File: src/rtl/rx_tcp_pseudo_hdr_prepend.sv
// rtl/rx_tcp_pseudo_hdr_prepend.sv - prepends the TCP checksum pseudo header to an RX segment stream
`ifndef IP_ADDR_W
`define IP_ADDR_W 32
`endif
`ifndef TOT_LEN_W
`define TOT_LEN_W 16
`endif
`ifndef MAC_INTERFACE_W
`define MAC_INTERFACE_W 256
`endif
`ifndef MAC_PADBYTES_W
`define MAC_PADBYTES_W 5
`endif

module rx_tcp_pseudo_hdr_prepend #(
    parameter int DATA_WIDTH = `MAC_INTERFACE_W,
    parameter int KEEP_WIDTH = DATA_WIDTH / 8
) (
    input  logic                        clk,
    input  logic                        rst,
    input  logic                        src_pseudo_rx_hdr_val,
    output logic                        pseudo_src_rx_hdr_rdy,
    input  logic [`IP_ADDR_W-1:0]       src_pseudo_rx_src_ip,
    input  logic [`IP_ADDR_W-1:0]       src_pseudo_rx_dst_ip,
    input  logic [`TOT_LEN_W-1:0]       src_pseudo_rx_tcp_tot_len,
    input  logic                        src_pseudo_rx_data_val,
    output logic                        pseudo_src_rx_data_rdy,
    input  logic [DATA_WIDTH-1:0]       src_pseudo_rx_data,
    input  logic                        src_pseudo_rx_last,
    input  logic [`MAC_PADBYTES_W-1:0]  src_pseudo_rx_padbytes,
    output logic [DATA_WIDTH-1:0]       pseudo_dst_tdata,
    output logic [KEEP_WIDTH-1:0]       pseudo_dst_tkeep,
    output logic                        pseudo_dst_tval,
    input  logic                        dst_pseudo_trdy,
    output logic                        pseudo_dst_tlast
);
    localparam int P  = 12;
    localparam int PW = P * 8;
    localparam int LB = KEEP_WIDTH - P;
    localparam int LW = LB * 8;
    localparam int CW = $clog2(KEEP_WIDTH + 1);

    typedef enum logic [1:0] {IDLE, FIRST, BODY, TAIL} state_t;

    state_t                  state_q, state_d;
    logic [`IP_ADDR_W-1:0]   src_ip_q, src_ip_d;
    logic [`IP_ADDR_W-1:0]   dst_ip_q, dst_ip_d;
    logic [`TOT_LEN_W-1:0]   tot_len_q, tot_len_d;
    logic [PW-1:0]           carry_q, carry_d;
    logic [CW-1:0]           carry_bytes_q, carry_bytes_d;

    logic [PW-1:0]           pseudo_hdr;
    logic [CW-1:0]           valid_bytes;
    logic                    short_last;
    logic                    beat;
    logic [DATA_WIDTH-1:0]   raw_data;
    logic [KEEP_WIDTH-1:0]   keep;

    function automatic logic [KEEP_WIDTH-1:0] keep_top(input logic [CW-1:0] n);
        keep_top = ~({KEEP_WIDTH{1'b1}} >> n);
    endfunction

    assign pseudo_hdr  = {src_ip_q[31:0], dst_ip_q[31:0], 8'h00, 8'h06, tot_len_q[15:0]};
    assign valid_bytes = CW'(KEEP_WIDTH) - CW'(src_pseudo_rx_padbytes);
    // A last line that fits beside the leading P bytes ends the segment without a TAIL beat
    assign short_last  = src_pseudo_rx_last && (valid_bytes <= CW'(LB));
    assign beat        = src_pseudo_rx_data_val && dst_pseudo_trdy;

    always_comb begin
        state_d                = state_q;
        src_ip_d               = src_ip_q;
        dst_ip_d               = dst_ip_q;
        tot_len_d              = tot_len_q;
        carry_d                = carry_q;
        carry_bytes_d          = carry_bytes_q;
        pseudo_src_rx_hdr_rdy  = 1'b0;
        pseudo_src_rx_data_rdy = 1'b0;
        pseudo_dst_tval        = 1'b0;
        pseudo_dst_tlast       = 1'b0;
        raw_data               = '0;
        keep                   = '0;
        case (state_q)
            IDLE: begin
                pseudo_src_rx_hdr_rdy = 1'b1;
                if (src_pseudo_rx_hdr_val) begin
                    src_ip_d  = src_pseudo_rx_src_ip;
                    dst_ip_d  = src_pseudo_rx_dst_ip;
                    tot_len_d = src_pseudo_rx_tcp_tot_len;
                    state_d   = FIRST;
                end
            end
            FIRST, BODY: begin
                pseudo_src_rx_data_rdy = dst_pseudo_trdy;
                pseudo_dst_tval        = src_pseudo_rx_data_val;
                raw_data = {(state_q == FIRST) ? pseudo_hdr : carry_q,
                            src_pseudo_rx_data[DATA_WIDTH-1 -: LW]};
                keep     = '1;
                if (short_last) begin
                    keep             = keep_top(CW'(P) + valid_bytes);
                    pseudo_dst_tlast = 1'b1;
                end
                if (beat) begin
                    carry_d = src_pseudo_rx_data[PW-1:0];
                    if (!src_pseudo_rx_last) begin
                        state_d = BODY;
                    end else if (short_last) begin
                        state_d = IDLE;
                    end else begin
                        carry_bytes_d = valid_bytes - CW'(LB);
                        state_d       = TAIL;
                    end
                end
            end
            TAIL: begin
                pseudo_dst_tval  = 1'b1;
                pseudo_dst_tlast = 1'b1;
                raw_data         = {carry_q, {LW{1'b0}}};
                keep             = keep_top(carry_bytes_q);
                if (dst_pseudo_trdy) begin
                    state_d = IDLE;
                end
            end
            default: begin
                state_d                = state_t'('x);
                pseudo_src_rx_hdr_rdy  = 1'bx;
                pseudo_src_rx_data_rdy = 1'bx;
                pseudo_dst_tval        = 1'bx;
                pseudo_dst_tlast       = 1'bx;
                raw_data               = 'x;
                keep                   = 'x;
            end
        endcase
    end

    // Bytes outside tkeep are forced to zero so pad garbage never leaks downstream
    always_comb begin
        for (int i = 0; i < KEEP_WIDTH; i++) begin
            pseudo_dst_tdata[i*8 +: 8] = keep[i] ? raw_data[i*8 +: 8] : 8'h00;
        end
    end
    assign pseudo_dst_tkeep = keep;

    always_ff @(posedge clk) begin
        if (rst) begin
            state_q       <= IDLE;
            src_ip_q      <= '0;
            dst_ip_q      <= '0;
            tot_len_q     <= '0;
            carry_q       <= '0;
            carry_bytes_q <= '0;
        end else begin
            state_q       <= state_d;
            src_ip_q      <= src_ip_d;
            dst_ip_q      <= dst_ip_d;
            tot_len_q     <= tot_len_d;
            carry_q       <= carry_d;
            carry_bytes_q <= carry_bytes_d;
        end
    end
endmodule

File: config.mk
export PLATFORM = sky130hd
export DESIGN_NAME = rx_tcp_pseudo_hdr_prepend
export DESIGN_NICKNAME = d
export VERILOG_FILES = /design/src/rtl/rx_tcp_pseudo_hdr_prepend.sv
export SDC_FILE = /design/constraint.sdc
export NUM_CORES = 1
export LEC_CHECK = 0
export BUFFER_PORTS_ARGS = -buffer_cell sky130_fd_sc_hd__clkbuf_2
export CAP_MARGIN = 20
export CORE_AREA = 2 2 251 253
export CTS_BUF_LIST = sky130_fd_sc_hd__clkbuf_4 sky130_fd_sc_hd__clkbuf_8
export CTS_CLUSTER_DIAMETER = 40
export DETAILED_ROUTE_END_ITERATION = 7
export DIE_AREA = 0 0 253 255
export HOLD_SLACK_MARGIN = 0.03
export PLACE_DENSITY = 0.42
export SLEW_MARGIN = 20
export SYNTH_ARGS = -nofsm -noshare
export SYNTH_HDL_FRONTEND = slang
export SYNTH_SLANG_ARGS = --single-unit
File: constraint.sdc
create_clock -name clk -period 3.5 [get_ports clk]
set_clock_uncertainty 0.1 [all_clocks]
set_input_delay 0.35 -clock clk [delete_from_list [all_inputs] [get_ports clk]]
set_output_delay 0.35 -clock clk [all_outputs]
set_load 0.005 [all_outputs]
==> impl_metrics.env, run 1 <==
export IMPL_status="completed"
export IMPL_post_route_period_util_pct=96.0
export IMPL_period_needed_ns=3.36
export IMPL_fmax_mhz=297
export IMPL_clkTransAtPathRegs_ns=0.10
export IMPL_synth_compound_gate_area_share_pct=26.1
export IMPL_yosysUniqueCellTypes=63
export IMPL_core_mm2=0.0622
export IMPL_track_usage_pct=19.1
export IMPL_dp_final_hpwl_um=50000
export IMPL_critPathSlowestCell="dfxtp_2"
export IMPL_clkSinkCount=184
export IMPL_crit_chain="inv_1, ha_2, buf_4, nand2_1, buf_4, o221ai_1, nand2_1, buf_4, a21oi_1, clkbuf_2"
export IMPL_final_nets=2626
export IMPL_cts_max_path_buffers=2
export IMPL_via_count=14300
export IMPL_p_leak_nw=7.99
export IMPL_antenna_found_initial=23
export IMPL_synth_ff_type="dfxtp_1"
export IMPL_cts_max_level=4
export IMPL_area_delta_synth_final_pct=68.1
export IMPL_std_cell_rows=92
export IMPL_cap_violations=0
export IMPL_die_w_um=253
export IMPL_synth_top_family_by_area="simple AND/OR/NAND/NOR gates"
export IMPL_grt_pass1_vias=13700
export IMPL_required_ns=3.05
export IMPL_timing_final_hold_violations=0
export IMPL_yosys_area_share_simple_pct=31.0
export IMPL_synth_seq_cells=184
export IMPL_worstMarginPinSlew_ns=1.23
export IMPL_muxShareOfSynthArea_pct=0
export IMPL_final_util_pct=28.0
export IMPL_io_buffer_count=638
export IMPL_grt_pass1_wl_um=90500
export IMPL_synthXorXnorAreaFrac_pct=0.254
export IMPL_drt_iter0_markers=917
export IMPL_slew_headroom_pct=18.0
export IMPL_synth_top_cell_by_area="dfxtp_1"
export IMPL_synthCells=1481
export IMPL_ys_seq_area_share_pct=35.6
export IMPL_initial_core_util_pct=16.6
export IMPL_worst_skew_pair_late_latency_ns=0.55
export IMPL_root_buffer="clkbuf_8"
export IMPL_cp_common_cell="buf_4"
export IMPL_routed_wl_um=65500
export IMPL_met3_usage_pct=3.86
export IMPL_grt_use_met1_pct=22.2
export IMPL_synth_edf_count=0
export IMPL_grt_remaining_overflow=0
export IMPL_ys_warn_count=0
export IMPL_grt_max_degree=185
export IMPL_yosysTopAreaCellShare_pct=35.6
export IMPL_synth_cell_area_mm2=0.0103
export IMPL_cp_arrival_ns=2.91
export IMPL_post_route_drc_count=0
export IMPL_design_die_area_mm2=0.0645
export IMPL_grt_busiest_layer="met2"
export IMPL_cts_tree="done"
export IMPL_p_per_area_mw_per_mm2=393
export IMPL_syn_area_per_cell_um2=6.98
export IMPL_final_antenna_net_count=0
export IMPL_tns_ns=0
export IMPL_hp_class="input pin to flop"
export IMPL_netlist_top_cells_area="dfxtp_1, nand2_1, a21oi_1"
export IMPL_cp_max_fo=14
export IMPL_cts_made_buffers=17
export IMPL_io_pins=639
export IMPL_cpPeakStageDelay_ns=0.47
export IMPL_final_setup_viol_count=0
export IMPL_synth_nets=1839
export IMPL_drv_slew=0
export IMPL_die_h_um=255
export IMPL_wire_per_inst_um=21.2
export IMPL_use_met2_pct=33.3
export IMPL_startpoint_type="flop"
export IMPL_place_congestion=0.888
export IMPL_async_flop_share_pct=0
export IMPL_layout_drive_gt1_share_pct=35.4
export IMPL_firstDrtPassIters=5
export IMPL_routed_via_density=4.63
export IMPL_fill_cells=6964
export IMPL_endpoint_kind="primary output"
export IMPL_yosys_area_share_adder_pct=1.33
export IMPL_criticalPathCategory="flop to primary output"
export IMPL_ir_worst_vdd_uv=285
[cells in the final DEF, fill, tap and decap left out, types with 4 or more instances in the layout]
cell type      count
inv_1             12
nor3_1             4
o21ai_1            6
and2_4             4
nand3_1           19
a31oi_1           13
o21ai_0           15
nor2_1            21
and2_1            27
bufinv_16          4
buf_12            18
a31oi_2            4
ha_1               6
a22oi_1           65
a211oi_1           9
and3_1           135
buf_4             60
dlygate4sd3_1    177
a21oi_1          288
diode_2           14
nand2_1          417
buf_6              4
clkbuf_8          17
o211a_1            5
inv_6              4
nand3_2            4
nor4_1            17
clkbuf_2         637
a22o_1            16
dfxtp_1          183
[where the power goes]
part / internal, mW / switching [mW]
Clock: 0.803 / 0.918
Combinational: 1.07 / 1.68
Sequential: 2.26 / 0.0917
[cell type report]
cell class	count	area, µm²	share of cell area, %
Antenna cell	14	35.0	0.202
Clock buffer	18	241	1.39
Tap cell	799	1000	5.75
Timing Repair Buffer	898	5870	33.8
Inverter	14	53.8	0.310
Clock inverter	14	209	1.20
Sequential cell	184	3680	21.2
Multi-Input combinational cell	1153	6290	36.2
[synth_stat cells, types with 3 or more instances]
cell type  number
nand2_1       420
a21oi_1       288
dfxtp_1       184
and3_1        136
clkbuf_1      105
a22oi_1        66
and2_1         31
nand3_1        24
nor2_1         23
a31oi_1        19
nor4_1         19
a22o_1         16
o21ai_0        15
buf_2          13
inv_1          12
ha_1           11
a211oi_1        9
o21ai_1         8
buf_1           7
o211a_1         6
nor3_1          5
buf_6           4
nand2b_1        3
nand4_1         3
o311a_1         3
or4_1           3
[cell families (layout without fill, tap and decap cells)]
kind of cell	Yosys count	count (layout)
XOR/XNOR	3	3
flip-flops	184	184
AND/OR/NAND/NOR	685	685
AO/OA/AOI/OAI	454	454
other	0	14
adder cells (fa/ha/maj)	11	11
buffers and inverters	144	944
[state kept, by name (all words and copies together) (netlist names)]
register / flops
carry_q: 96
dst_ip_q: 32
src_ip_q: 32
tot_len_q: 16
carry_bytes_q: 6
state_q: 2
[worst max-delay path: cells and delay by family (launching register included)]
kind	cells	cell delay [ns]
buffers and inverters	5	0.85
flip-flops	1	0.47
AO/OA/AOI/OAI	2	0.45
adder cells (fa/ha/maj)	1	0.35
AND/OR/NAND/NOR	2	0.22
[metal layers]
| metal | vias up | wire, µm |
|---|---|---|
| li1 | 6767 | - |
| met1 | 6856 | 26200 |
| met2 | 609 | 33300 |
| met3 | 95 | 3900 |
| met4 | 6 | 2050 |
| met5 | - | 31 |
[stage by stage]
stage | worst slack, ns | instances | area [µm²] | power [mW] | hold slack [ns]
2_1_floorplan | 0.0160 | 1481 | 10300 | 3.57 | 0.336
5_1_grt | -0.00201 | 3092 | 17400 | 7.23 | 0.134
4_1_cts | -0.0162 | 3075 | 17200 | 6.85 | 0.0642
3_5_place_dp | -0.0191 | 2865 | 14900 | 4.91 | 0.346
3_3_place_gp | -0.0398 | 2865 | 14900 | 4.90 | 0.342
6_report | 0.138 | 3094 | 17400 | 6.82 | 0.145
[timing repair]
action / in CTS / in global routing
resized for setup: 12 / 23
endpoints found under the setup margin: 256 / 146
pin swaps: 2 / 5
cloned: 0 / 1
hold buffers: 177 / 0
buffers inserted: 1 / 4
endpoints found under the hold margin: 177 / 0
[final timing paths]
check	from	to	slack (ns)	cells after the start
max	state_q[1]	pseudo_dst_tdata[171]	0.14	10
min	src_pseudo_rx_hdr_val	state_q[0]	0.15	3
max reg2reg	state_q[1]	carry_q[27]	0.78	8
min reg2reg	src_ip_q[23]	src_ip_q[23]	0.36	2
Power figures use the tool's default switching activity.
==> run 2: changes to the inputs <==
Settings changed: CORE_AREA 2 2 251 253 to 2 2 246 248, DIE_AREA 0 0 253 255 to 0 0 248 250, PLACE_DENSITY 0.42 to 0.41.
Clock period 3.5 ns to 4.1 ns, I/O delays scaled along.
==> run 2 against run 1 <==
Net effect: count of clock-buffer cells in the layout unchanged; combinational power down 19%; design area decreased by 3.8%; global-route usage up 0.88 points; clock power is 22% lower; sequential power is 15% lower; die area fell by 3.9%; largest cell class unchanged.
==> impl_metrics.env, run 2 (synthesized netlist as in run 1, its figures left out) <==
export IMPL_ir_worst_vdd_uv=209
export IMPL_drt_iter0_markers=922
export IMPL_hp_class="input pin to flop"
export IMPL_p_leak_nw=7.77
export IMPL_final_antenna_net_count=0
export IMPL_cts_tree="done"
export IMPL_rsz0062_at_grt="false"
export IMPL_critPathSlowestCell="and3_1"
export IMPL_die_h_um=250
export IMPL_p_per_area_mw_per_mm2=333
export IMPL_crit_buf_inv=5
export IMPL_drv_slew=0
export IMPL_fmax_mhz=256
export IMPL_worst_skew_pair_late_latency_ns=0.52
export IMPL_dp_final_hpwl_um=48700
export IMPL_std_cell_rows=90
export IMPL_required_ns=3.59
export IMPL_root_buffer="clkbuf_8"
export IMPL_slew_headroom_pct=30.0
export IMPL_core_mm2=0.0596
export IMPL_cts_max_path_buffers=2
export IMPL_regMostFlops="carry_q"
export IMPL_via_count=14300
export IMPL_status="completed"
export IMPL_endpoint_kind="primary output"
export IMPL_cpPeakStageDelay_ns=0.40
export IMPL_timing_final_hold_violations=0
export IMPL_io_pins=639
export IMPL_clkSinkCount=184
export IMPL_largestRegisters="carry_q x96, dst_ip_q x32, src_ip_q x32"
export IMPL_post_cts_buffers=0
export IMPL_criticalPathCategory="input pin to primary output"
export IMPL_design_die_area_mm2=0.0620
export IMPL_cp_max_fo=8
export IMPL_cts_made_buffers=17
export IMPL_grt_max_degree=140
export IMPL_wire_per_inst_um=21.6
export IMPL_tns_ns=0
export IMPL_final_nets=2593
export IMPL_clkTransAtPathRegs_ns=0.10
export IMPL_layout_common_cells="clkbuf_2, nand2_1, a21oi_1"
export IMPL_grt_pass1_vias=13800
export IMPL_post_route_period_util_pct=95.2
export IMPL_place_congestion=0.918
export IMPL_io_buffer_count=638
export IMPL_initial_core_util_pct=17.4
export IMPL_die_w_um=248
export IMPL_routed_via_density=4.70
export IMPL_track_usage_pct=19.9
export IMPL_largest_register_ffs=96
export IMPL_whs_ns=0.0840
export IMPL_cts_max_level=4
export IMPL_area_delta_synth_final_pct=61.7
export IMPL_crit_family="simple AND/OR/NAND/NOR gates"
export IMPL_crit_chain="clkbuf_2, or2_4, nor2_1, xor2_1, ha_1, inv_1, ha_1, buf_4, nor3_1, buf_4, nand3_1, and3_1, clkbuf_2"
export IMPL_worstMarginPinSlew_ns=1.05
export IMPL_firstDrtPassIters=6
export IMPL_final_common_cell="clkbuf_2"
export IMPL_routed_wl_um=65400
export IMPL_post_route_drc_count=0
export IMPL_layout_drive_gt1_share_pct=33.4
export IMPL_cp_arrival_ns=3.39
export IMPL_period_needed_ns=3.90
export IMPL_cap_violations=0
export IMPL_startpoint_type="input pin"
export IMPL_grt_pass1_wl_um=91900
export IMPL_antenna_found_initial=7
export IMPL_final_setup_viol_count=0
export IMPL_grt_remaining_overflow=0
run 2: cell types whose count changed in the layout (fill, tap and decap cells not counted), sizes merged:
| cell | change |
|---|---|
| clkinvlp | -3 |
| diode | -12 |
| buf | -32 |
| bufinv | -2 |
| clkinv | +5 |
| dlygate4sd3 | -1 |
run 2: through the flow:
step                      std cells  instance area, µm²  setup slack (ns)  util [%]  total power [mW]
after floorplan                1481               10300             0.496         -              3.05
after global placement         2820               14500             0.257      24.3              4.10
after detailed placement       2820               14500             0.222      24.3              4.11
after CTS                      3028               16700           0.00618      28.0              5.62
after global routing           3032               16700           0.00988      28.1              5.90
final                          3032               16700             0.196      28.1              5.57
run 2: final timing paths:
check	startpoint	end	slack, ns	depth (start not counted)
worst max-delay path	src_pseudo_rx_padbytes[0]	pseudo_dst_tdata[142]	0.20	13
worst min-delay path	src_pseudo_rx_padbytes[0]	carry_bytes_q[0]	0.08	3
worst max register to register	state_q[0]	dst_ip_q[29]	1.29	7
worst min register to register	carry_q[20]	carry_q[20]	0.36	2
run 2: layer usage:
| metal | up-vias | wire length, µm | track usage [%] |
|---|---|---|---|
| met5 | - | 0 | 0 |
| met4 | 0 | 2560 | 8.42 |
| met3 | 86 | 4240 | 3.90 |
| met2 | 591 | 33100 | 35.5 |
| met1 | 6888 | 25500 | 23.0 |
| li1 | 6693 | - | - |
run 2: cell type report:
class / instances / area, µm²
tap: 782 / 978
sequential: 184 / 3680
timing repair buffer: 865 / 5440
antenna: 2 / 5.00
fill: 6683 / 42900
inverter: 14 / 53.8
multi-input combinational: 1153 / 6150
clock inverter: 14 / 163
clock buffer: 18 / 248
run 2: power by group:
| part | switching [mW] | internal [mW] |
|---|---|---|
| clock network | 0.764 | 0.574 |
| registers | 0.0760 | 1.93 |
| logic | 1.43 | 0.804 |
run 2: worst register-to-register path, cell delays in order (launching register included):
cell and delay (ns):
dfxtp_1 0.36, inv_1 0.23, ha_4 0.20, buf_4 0.49, and2_4 0.77, buf_4 0.36, nand2_1 0.09, a21oi_1 0.13
run 2: timing repair:
item,4_1_cts,5_1_grt
setup endpoints to repair,39,34
gates cloned,0,1
endpoints found under the hold margin,176,0
resized for setup,2,4
hold buffers,176,0
